<file path="src/rtl/lockable_reg_pkg.sv">
// Shared types and constants for the lockable configuration register bank.
package lockable_reg_pkg;

  typedef enum logic [1:0] {
    IDLE   = 2'd0,
    ARMED  = 2'd1,
    LOCKED = 2'd2
  } lock_state_e;

  localparam int VIOL_W = 8;

endpackage

</file>
<file path="src/rtl/lockable_reg_bank_global_lock_fsm.sv">
// Two-phase (arm/commit) global lock with arm timeout; LOCKED is terminal until reset.
module global_lock_fsm
  import lockable_reg_pkg::*;
#(
  parameter int ARM_TIMEOUT = 16
) (
  input  logic clk,
  input  logic reset,
  input  logic arm,
  input  logic commit,
  output logic locked
);

  localparam int TMR_W = $clog2(ARM_TIMEOUT + 1);

  lock_state_e      state_q, state_d;
  logic [TMR_W-1:0] timer_q, timer_d;

  always_ff @(posedge clk or posedge reset) begin
    if (reset) begin
      state_q <= IDLE;
      timer_q <= '0;
    end else begin
      state_q <= state_d;
      timer_q <= timer_d;
    end
  end

  // A commit in the same cycle as a re-arm still completes the lock.
  always_comb begin
    state_d = state_q;
    timer_d = timer_q;
    case (state_q)
      IDLE: begin
        if (arm) begin
          state_d = ARMED;
          timer_d = '0;
        end
      end
      ARMED: begin
        if (commit && (timer_q < TMR_W'(ARM_TIMEOUT))) begin
          state_d = LOCKED;
          timer_d = '0;
        end else if (arm) begin
          timer_d = '0;
        end else if (timer_q >= TMR_W'(ARM_TIMEOUT - 1)) begin
          state_d = IDLE;
          timer_d = '0;
        end else begin
          timer_d = timer_q + 1'b1;
        end
      end
      LOCKED: begin
        state_d = LOCKED;
      end
      default: begin
        state_d = IDLE;
        timer_d = '0;
      end
    endcase
  end

  assign locked = (state_q == LOCKED);

endmodule

</file>
<file path="src/rtl/lockable_reg_bank.sv">
// Bank of write-once-lockable configuration registers with a global arm/commit lock.
// Optional LOCK_VIOLATION_COUNT_EN adds a saturating locked-write violation counter.
module lockable_reg_bank
  import lockable_reg_pkg::*;
#(
  parameter int                DATA_W      = 16,
  parameter int                N_REGS      = 8,
  parameter int                ADDR_W      = (N_REGS > 1) ? $clog2(N_REGS) : 1,
  parameter int                ARM_TIMEOUT = 16,
  parameter logic [DATA_W-1:0] RESET_VAL   = '0
) (
  input  logic              clk,
  input  logic              reset,
  input  logic              wr_en,
  input  logic [ADDR_W-1:0] wr_addr,
  input  logic [DATA_W-1:0] wr_data,
  input  logic              lock_req,
  input  logic [ADDR_W-1:0] lock_addr,
  input  logic              lock_all_arm,
  input  logic              lock_all_commit,
  input  logic              scan_mode,
  input  logic              debug_unlocked,
  input  logic [ADDR_W-1:0] rd_addr,
  output logic [DATA_W-1:0] rd_data,
  output logic [N_REGS-1:0] lock_status,
`ifdef LOCK_VIOLATION_COUNT_EN
  output logic [VIOL_W-1:0] viol_count,
  output logic              viol_sticky,
`endif
  output logic              global_locked,
  output logic              wr_err
);

  logic [DATA_W-1:0] regs_q [N_REGS];
  logic [N_REGS-1:0] lock_q;
  logic [DATA_W-1:0] rd_data_q, rd_data_d;
  logic              wr_err_q, wr_err_d;

  logic [N_REGS-1:0] wr_sel, lock_sel;
  logic              wr_in_range, wr_locked, wr_same_lock, wr_accept;

  // Test and debug controls are deliberately left out of every decision.
  logic unused_dbg;
  assign unused_dbg = &{1'b0, scan_mode, debug_unlocked};

  global_lock_fsm #(
    .ARM_TIMEOUT(ARM_TIMEOUT)
  ) u_global_lock (
    .clk   (clk),
    .reset (reset),
    .arm   (lock_all_arm),
    .commit(lock_all_commit),
    .locked(global_locked)
  );

  assign lock_status = lock_q | {N_REGS{global_locked}};

  // One-hot decodes; an out-of-range address yields an all-zero select.
  always_comb begin
    wr_sel    = '0;
    lock_sel  = '0;
    rd_data_d = '0;
    for (int i = 0; i < N_REGS; i++) begin
      wr_sel[i]   = (wr_addr == ADDR_W'(i));
      lock_sel[i] = lock_req && (lock_addr == ADDR_W'(i));
      if (rd_addr == ADDR_W'(i)) rd_data_d = regs_q[i];
    end
  end

  assign wr_in_range  = |wr_sel;
  assign wr_locked    = |(wr_sel & lock_status);
  assign wr_same_lock = |(wr_sel & lock_sel);
  assign wr_accept    = wr_en && wr_in_range && !wr_locked && !wr_same_lock;
  assign wr_err_d     = wr_en && !wr_accept;

  always_ff @(posedge clk or posedge reset) begin
    if (reset) begin
      for (int i = 0; i < N_REGS; i++) regs_q[i] <= RESET_VAL;
      lock_q    <= '0;
      rd_data_q <= '0;
      wr_err_q  <= 1'b0;
    end else begin
      for (int i = 0; i < N_REGS; i++) begin
        if (wr_accept && wr_sel[i]) regs_q[i] <= wr_data;
      end
      lock_q    <= lock_q | lock_sel;
      rd_data_q <= rd_data_d;
      wr_err_q  <= wr_err_d;
    end
  end

  assign rd_data = rd_data_q;
  assign wr_err  = wr_err_q;

`ifdef LOCK_VIOLATION_COUNT_EN
  logic [VIOL_W-1:0] viol_count_q;
  logic              viol_sticky_q;

  // Only writes hitting an already-locked register count as violations.
  always_ff @(posedge clk or posedge reset) begin
    if (reset) begin
      viol_count_q  <= '0;
      viol_sticky_q <= 1'b0;
    end else if (wr_en && wr_locked) begin
      if (viol_count_q != '1) viol_count_q <= viol_count_q + 1'b1;
      viol_sticky_q <= 1'b1;
    end
  end

  assign viol_count  = viol_count_q;
  assign viol_sticky = viol_sticky_q;
`endif

endmodule

</file>
<file path="config.mk">
export PLATFORM = sky130hd
export DESIGN_NAME = lockable_reg_bank
export DESIGN_NICKNAME = d
export VERILOG_FILES = /design/src/rtl/lockable_reg_pkg.sv /design/src/rtl/lockable_reg_bank_global_lock_fsm.sv /design/src/rtl/lockable_reg_bank.sv
export SDC_FILE = /design/constraint.sdc
export NUM_CORES = 1
export LEC_CHECK = 0
export CORE_MARGIN = 8
export CORE_UTILIZATION = 52
export CTS_BUF_LIST = sky130_fd_sc_hd__clkbuf_8
export CTS_CLUSTER_SIZE = 25
export DETAILED_ROUTE_END_ITERATION = 10
export PLACE_DENSITY = 0.83
export SKIP_CTS_REPAIR_TIMING = 1
export SLEW_MARGIN = 20
export SYNTH_ARGS = -nofsm -noshare
export SYNTH_HDL_FRONTEND = slang
export SYNTH_SLANG_ARGS = --single-unit
</file>
<file path="constraint.sdc">
create_clock -name clk -period 5.93 [get_ports clk]
set_input_delay 1.186 -clock clk [delete_from_list [all_inputs] [get_ports clk]]
set_output_delay 1.186 -clock clk [all_outputs]
set_load 0.03 [all_outputs]
</file>
==> results of run 1 <==
through the flow:
step,worst slack [ps],instance area (sq um),utilization,std cells,total power [mW]
floorplan,424.1,7283,-,568,2.060
global placement,1811,7980,0.5794,776,2.235
detailed placement,1707,7980,0.5794,776,2.298
CTS,2024,8449,0.6135,808,3.225
global route,2004,8452,0.6136,808,3.365
finish,2150,8452,0.6136,808,3.202
power by group through the flow:
stage	registers, mW	clock network, mW	logic, mW
3_3_place_gp	1.54	0	0.698
3_5_place_dp	1.56	0	0.733
6_report	1.55	0.924	0.730
4_1_cts	1.55	0.941	0.738
5_1_grt	1.58	0.987	0.795
2_1_floorplan	1.58	0	0.478
flip-flops by register name, indices dropped and copies added, names as in the netlist:
register / count
lock_q: 8
rd_data: 16
regs_q: 128
u_global_lock.state_q: 2
u_global_lock.timer_q: 5
wr_err: 1
layout make-up:
type,count,area share
timing repair buffer,65,0.07313
clock buffer,19,0.03094
clock inverter,13,0.02457
multi-input combinational,363,0.3668
sequential,160,0.4737
inverter,8,0.004145
tap,180,0.02665
Yosys cell counts (2+ instances only):
library cell               instances
sky130_fd_sc_hd__clkbuf_1         24
sky130_fd_sc_hd__ha_1              2
sky130_fd_sc_hd__o22ai_1           3
sky130_fd_sc_hd__o311ai_0          2
sky130_fd_sc_hd__a21o_1            4
sky130_fd_sc_hd__a221o_1          14
sky130_fd_sc_hd__inv_1             8
sky130_fd_sc_hd__nor2_1           35
sky130_fd_sc_hd__o21ai_0          20
sky130_fd_sc_hd__nor4b_1           2
sky130_fd_sc_hd__a21oi_1          18
sky130_fd_sc_hd__nor4bb_1          4
sky130_fd_sc_hd__or2_2            12
sky130_fd_sc_hd__mux2_2          118
sky130_fd_sc_hd__nand3_1           4
sky130_fd_sc_hd__nand2_1          20
sky130_fd_sc_hd__mux2_4           10
sky130_fd_sc_hd__o211ai_1          2
sky130_fd_sc_hd__a22o_1           16
sky130_fd_sc_hd__nand2b_1          3
sky130_fd_sc_hd__nor2b_1           8
sky130_fd_sc_hd__nand4_1           2
sky130_fd_sc_hd__a21boi_0          2
sky130_fd_sc_hd__a211oi_1          4
sky130_fd_sc_hd__buf_1             2
sky130_fd_sc_hd__mux2i_1          32
sky130_fd_sc_hd__a41o_1            4
sky130_fd_sc_hd__nor3_2            3
sky130_fd_sc_hd__buf_2            10
sky130_fd_sc_hd__dfrtp_1         160
how the worst min path moves through the flow:
| stage | cells after the start | slack [ps] | end | start |
|---|---|---|---|---|
| final | 1 | 480 | u_global_lock.state_q[0] | u_global_lock.state_q[1] |
| after global routing | 1 | 500 | lock_q[0] | lock_q[0] |
| after CTS | 1 | 480 | u_global_lock.state_q[0] | u_global_lock.state_q[1] |
| after detailed placement | 1 | 470 | lock_q[0] | lock_q[0] |
| after global placement | 1 | 450 | u_global_lock.state_q[0] | u_global_lock.state_q[1] |
| after floorplan | 1 | 440 | u_global_lock.state_q[0] | u_global_lock.state_q[1] |
metal layers:
metal | GRT usage | part of all wire | wire length [microns] | up-vias
li1 | - | - | - | 2158
met1 | 0.2118 | 0.41 | 6452 | 2442
met2 | 0.3204 | 0.53 | 8425 | 120
met3 | 0.03964 | 0.042 | 672 | 21
met4 | 0.08858 | 0.020 | 320 | 0
met5 | 0 | 0 | 0 | -
kinds of logic (layout without fill, tap and decap cells):
group / after synthesis / count (layout) / share of synthesized area
multiplexers: 160 / 160 / 0.2470
AND/OR/NAND/NOR: 106 / 106 / 0.07800
AO/OA/AOI/OAI: 95 / 95 / 0.09586
buffers and inverters: 45 / 105 / 0.02594
flip-flops: 160 / 160 / 0.5497
adder cells (fa/ha/maj): 2 / 2 / 0.003435
worst reg2reg max path, delay by kind of cell, from the launching register on:
family,cells,cell delay [ps]
simple gates,3,1580
mux,1,480
flops,1,410
compound gates,1,330
==> results_dict.tcl, run 1 <==
set metrics [dict create \
    timing.final.max_slew_violations 0 \
    layout-drive-gt1-share 0.3089 \
    p_clk_frac 0.289 \
    critical_path.top_delay_family "simple AND/OR/NAND/NOR gates" \
    internal_power_mw 2.312 \
    cp_num_buf_inv 1 \
    hold_wc_path_type "register to register" \
    final_skew_ps 8.962 \
    critPathLaunchType "primary input" \
    crit_path_max_fanout 16 \
    clock_tree.htree_level_count 4 \
    crit_cells 6 \
    pin_count_of_the_biggest_net_entering_global_routing 113 \
    grt.total_usage 0.1844 \
    final-setup-viol-count 0 \
    cp-endpoint "regs_q[5]" \
    num-fill-cells 1033 \
    syn-cell-area_sq_mm 0.007283 \
    synth_edf_count 0 \
    antennaDiodeCount 0 \
    cp-end-kind "register" \
    power_leakage_nw 3.761 \
    cts_tree "built" \
    async_reset_ff_frac 1.000 \
    cts-buffers-inserted 17 \
    pin_count 59 \
    floorplan.rows 43 \
    synthDominantCellAreaShare 0.5497 \
    setup.worst_path.start "wr_addr[1]" \
    timing.final.crit_share 0.6375 \
    post_synthesis_instance_total 568 \
    clock_path_buffers 2 \
    pwr-share-seq 0.483 \
    numPortBuffers 56 \
    post_synth_num_cell_types 50 \
    max_cap_viols 0 \
    setup.reg_to_reg.worst_slack_ps 3010 \
    rsz0062_at_grt "false" \
    synthDominantAreaCellType "sky130_fd_sc_hd__dfrtp_1" \
    achievable-frequency_mhz 264.5 \
    detailedPlacementHpwl_microns 9711 \
    outcome "finished, final reports clean" \
    register_area_sq_mm 0.004004 \
    crit_slowest_cell "sky130_fd_sc_hd__or4b_1" \
    fin_nets 650 \
    yosys-top-cells-area "sky130_fd_sc_hd__dfrtp_1, sky130_fd_sc_hd__mux2_2, sky130_fd_sc_hd__mux2i_1" \
    cp_slowest_stage_delay_ps 1060 \
    yosysWarningCount 0 \
    worst_slew_pin_slew_ps 1091 \
    layout.cells.most_common "sky130_fd_sc_hd__dfrtp_1" \
    critPathArrivalTime_ps 4110 \
    routedWlPerCell_microns 19.64 \
    number_of_global_route_vias_before_repair 5055 \
    synth-seq-cells 160 \
    count_of_cells_along_the_worst_register_to_register_path 5 \
    ys_flop_type "sky130_fd_sc_hd__dfrtp_1" \
    path_cells "clkdlybuf4s50_1, nor2b_1, o211ai_1, nand4_2, or4b_1, mux2_4" \
    detail_route.drc_violations 0 \
    grt_antenna_before_repair 0 \
    relSlewSlack 0.2718 \
    critPathRequiredTime_ps 6260 \
    area_growth_pct 16.05 \
    gp_routability_congestion 0.8479 \
    fin_crit_ps 3780 \
    path_clk_slew_ps 80 \
    die-area_sq_mm 0.01805 \
    vias 4741 \
    hold_ws_ps 480.6 \
    path_class "primary input to register" \
    drt_pre_antenna_iters 4 \
    sequential_area_share_after_synthesis 0.5497 \
    synth.net_count 603 \
    design.core.area_sq_mm 0.01377 \
    net_switching_power_mw 0.8901 \
    peakVddDrop_mv 0.2038 \
    syn-mean-instance-area_sq_um 12.82 \
    floorplan.die.height_microns 134.3 \
    clkLatencyLatePin_ps 450 \
    power.combinational.fraction 0.228 \
    cts.sinks 160 \
    mostFrequentLayoutCells "sky130_fd_sc_hd__dfrtp_1, sky130_fd_sc_hd__mux2_2, sky130_fd_sc_hd__clkdlybuf4s50_1" \
    number_of_failing_hold_endpoints_at_the_final_stage 0 \
    reg2reg_from "u_global_lock.state_q[1]" \
    grt_pass1_wl_microns 26080 \
    crit-reg2reg-capture "regs_q[5]" \
    drt.antenna.violating_nets 0 \
    multi_input_gate_area_in_the_final_layout_sq_mm 0.003100 \
    drt_iter0_markers 434 \
    fp.dieW_microns 134.3 \
    wire_length_after_detailed_routing_microns 15870 \
    cellPowerDensity_mw_per_mm2 378.8 \
    fin_setup_tns_ps 0 \
    clock-root-buffer "sky130_fd_sc_hd__clkbuf_8" \
    power.switching_fraction 0.2780 \
    grt.overflow.total 0 \
    number_of_vias_per_cell 5.868 \
    floorplan.initialDensity 0.5288 \
]
No activity file was read; power rests on OpenSTA's default activity.
==> run 2: changes to the inputs <==
--- a/config.mk
+++ b/config.mk
@@ -10,7 +10,7 @@
 export CTS_BUF_LIST = sky130_fd_sc_hd__clkbuf_8
 export CTS_CLUSTER_SIZE = 25
 export DETAILED_ROUTE_END_ITERATION = 10
-export PLACE_DENSITY = 0.83
+export PLACE_DENSITY = 0.85
 export SKIP_CTS_REPAIR_TIMING = 1
 export SLEW_MARGIN = 20
 export SYNTH_ARGS = -nofsm -noshare
==> constraint.sdc (replaced) <==
create_clock -name clk -period 3.25 [get_ports clk]
set_input_delay 0.65 -clock clk [delete_from_list [all_inputs] [get_ports clk]]
set_output_delay 0.65 -clock clk [all_outputs]
set_load 0.03 [all_outputs]
==> run 2 against run 1 <==
Cell count grew 1.7%. Sequential share of layout area shrank 0.76 points. Global-route usage grew 0.30 points. Setup slack lost 1800 ps.
==> results_dict.tcl, run 2 (synthesis gave the netlist of run 1 again) <==
set metrics [dict create \
    final_skew_ps 11.37 \
    worst_slew_pin_slew_ps 1118 \
    cellPowerDensity_mw_per_mm2 666.3 \
    timing.final.crit_share 0.9033 \
    area_growth_pct 17.94 \
    floorplan.rows 43 \
    clkLatencyLatePin_ps 470 \
    grt_antenna_before_repair 0 \
    peakVddDrop_mv 0.3698 \
    path_class "register to output pin" \
    critPathLaunchType "register" \
    number_of_vias_per_cell 5.943 \
    max_cap_viols 0 \
    achievable-frequency_mhz 340.6 \
    grt.total_usage 0.1875 \
    hold_wc_path_type "register to register" \
    antennaDiodeCount 0 \
    relSlewSlack 0.2528 \
    wire_length_after_detailed_routing_microns 16130 \
    fin_setup_tns_ps 0 \
    die-area_sq_mm 0.01805 \
    clock-root-buffer "sky130_fd_sc_hd__clkbuf_8" \
    design.core.area_sq_mm 0.01377 \
    grt_pass1_wl_microns 26610 \
    drt.antenna.violating_nets 0 \
    rsz0062_at_grt "false" \
    number_of_failing_hold_endpoints_at_the_final_stage 0 \
    fin_crit_ps 2936 \
    cts_tree "built" \
    path_clk_slew_ps 80 \
    pin_count_of_the_biggest_net_entering_global_routing 63 \
    preCtsSetupSlack_ps 169.5 \
    cts.sinks 160 \
    layout.cells.most_common "sky130_fd_sc_hd__dfrtp_1" \
    registers.top_by_ff_count "regs_q" \
    number_of_flip_flops_under_the_largest_register_name 128 \
    vias 4885 \
    critPathArrivalTime_ps 2290 \
    grt.overflow.total 0 \
    drt_pre_antenna_iters 5 \
    timing.final.max_slew_violations 0 \
    detailedPlacementHpwl_microns 10340 \
    routedWlPerCell_microns 19.62 \
    timing.final.ws_setup_ps 314.2 \
    power_leakage_nw 3.829 \
    gp_routability_congestion 0.8331 \
    numPortBuffers 56 \
    floorplan.die.height_microns 134.3 \
    mostFrequentLayoutCells "sky130_fd_sc_hd__dfrtp_1, sky130_fd_sc_hd__mux2_2, sky130_fd_sc_hd__clkdlybuf4s50_1" \
    outcome "finished, final reports clean" \
    drt_iter0_markers 281 \
    critPathRequiredTime_ps 2600 \
    clock_tree.htree_level_count 4 \
    floorplan.initialDensity 0.5288 \
    fp.dieW_microns 134.3 \
    cts-buffers-inserted 17 \
    detail_route.drc_violations 0 \
    layout-drive-gt1-share 0.3178 \
    clock_path_buffers 2 \
    final-setup-viol-count 0 \
    cp-end-kind "output pin" \
    post-layout-total-power_mw 5.723 \
    crit_path_max_fanout 17 \
    number_of_global_route_vias_before_repair 5166 \
    fin_nets 664 \
    pin_count 59 \
]
run 2: where the power goes:
group	switching (mW)	leakage [nW]	internal, mW
logic	0.620	1.61	0.740
clock network	0.740	0.215	0.801
registers	0.283	2.01	2.54
run 2: layout make-up:
cell class              count  area [sq um]
fillers                  1061          5184
inverters                   8         33.78
multi-input cells         363          3093
clock inverters            13         161.4
clock buffers              19         261.5
flip-flops and latches    160          4004
repair buffers             79         810.8
well taps                 180         225.2
run 2: metal layers:
| metal | routed length, microns | track usage | vias to the layer above | part of all wire |
|---|---|---|---|---|
| met5 | 0 | 0 | - | 0 |
| met4 | 355 | 0.08359 | 0 | 0.022 |
| met3 | 622 | 0.04188 | 30 | 0.039 |
| met2 | 8309 | 0.3231 | 107 | 0.52 |
| met1 | 6840 | 0.2189 | 2560 | 0.42 |
| li1 | - | - | 2188 | - |
run 2: worst max-delay path, stage by stage, from the launching register on:
cell,delay (ps)
sky130_fd_sc_hd__dfrtp_1,390
sky130_fd_sc_hd__nor2b_2,510
sky130_fd_sc_hd__or2_2,240
sky130_fd_sc_hd__clkdlybuf4s50_1,670
run 2: path summary, 6_finish.rpt:
path | cells after the start | start | slack (ps) | to
worst max-delay path | 3 | u_global_lock.state_q[1] | 310 | lock_status[7]
worst min-delay path | 1 | u_global_lock.state_q[1] | 490 | u_global_lock.state_q[0]
worst max register to register | 7 | u_global_lock.state_q[1] | 700 | regs_q[9]
worst min register to register | 1 | u_global_lock.state_q[1] | 490 | u_global_lock.state_q[0]
max in group asynchronous | 3 | reset | 2040 | regs_q[127]
min in group asynchronous | 2 | reset | 560 | wr_err
run 2: stage by stage:
stage	instance area (sq um)	utilization	hold WS [ps]	cells
2_1_floorplan	7287	-	442.0	568
3_3_place_gp	8164	0.5928	455.0	790
3_5_place_dp	8164	0.5928	474.2	790
4_1_cts	8587	0.6235	488.6	822
5_1_grt	8589	0.6236	495.5	822
6_report	8589	0.6236	490.7	822
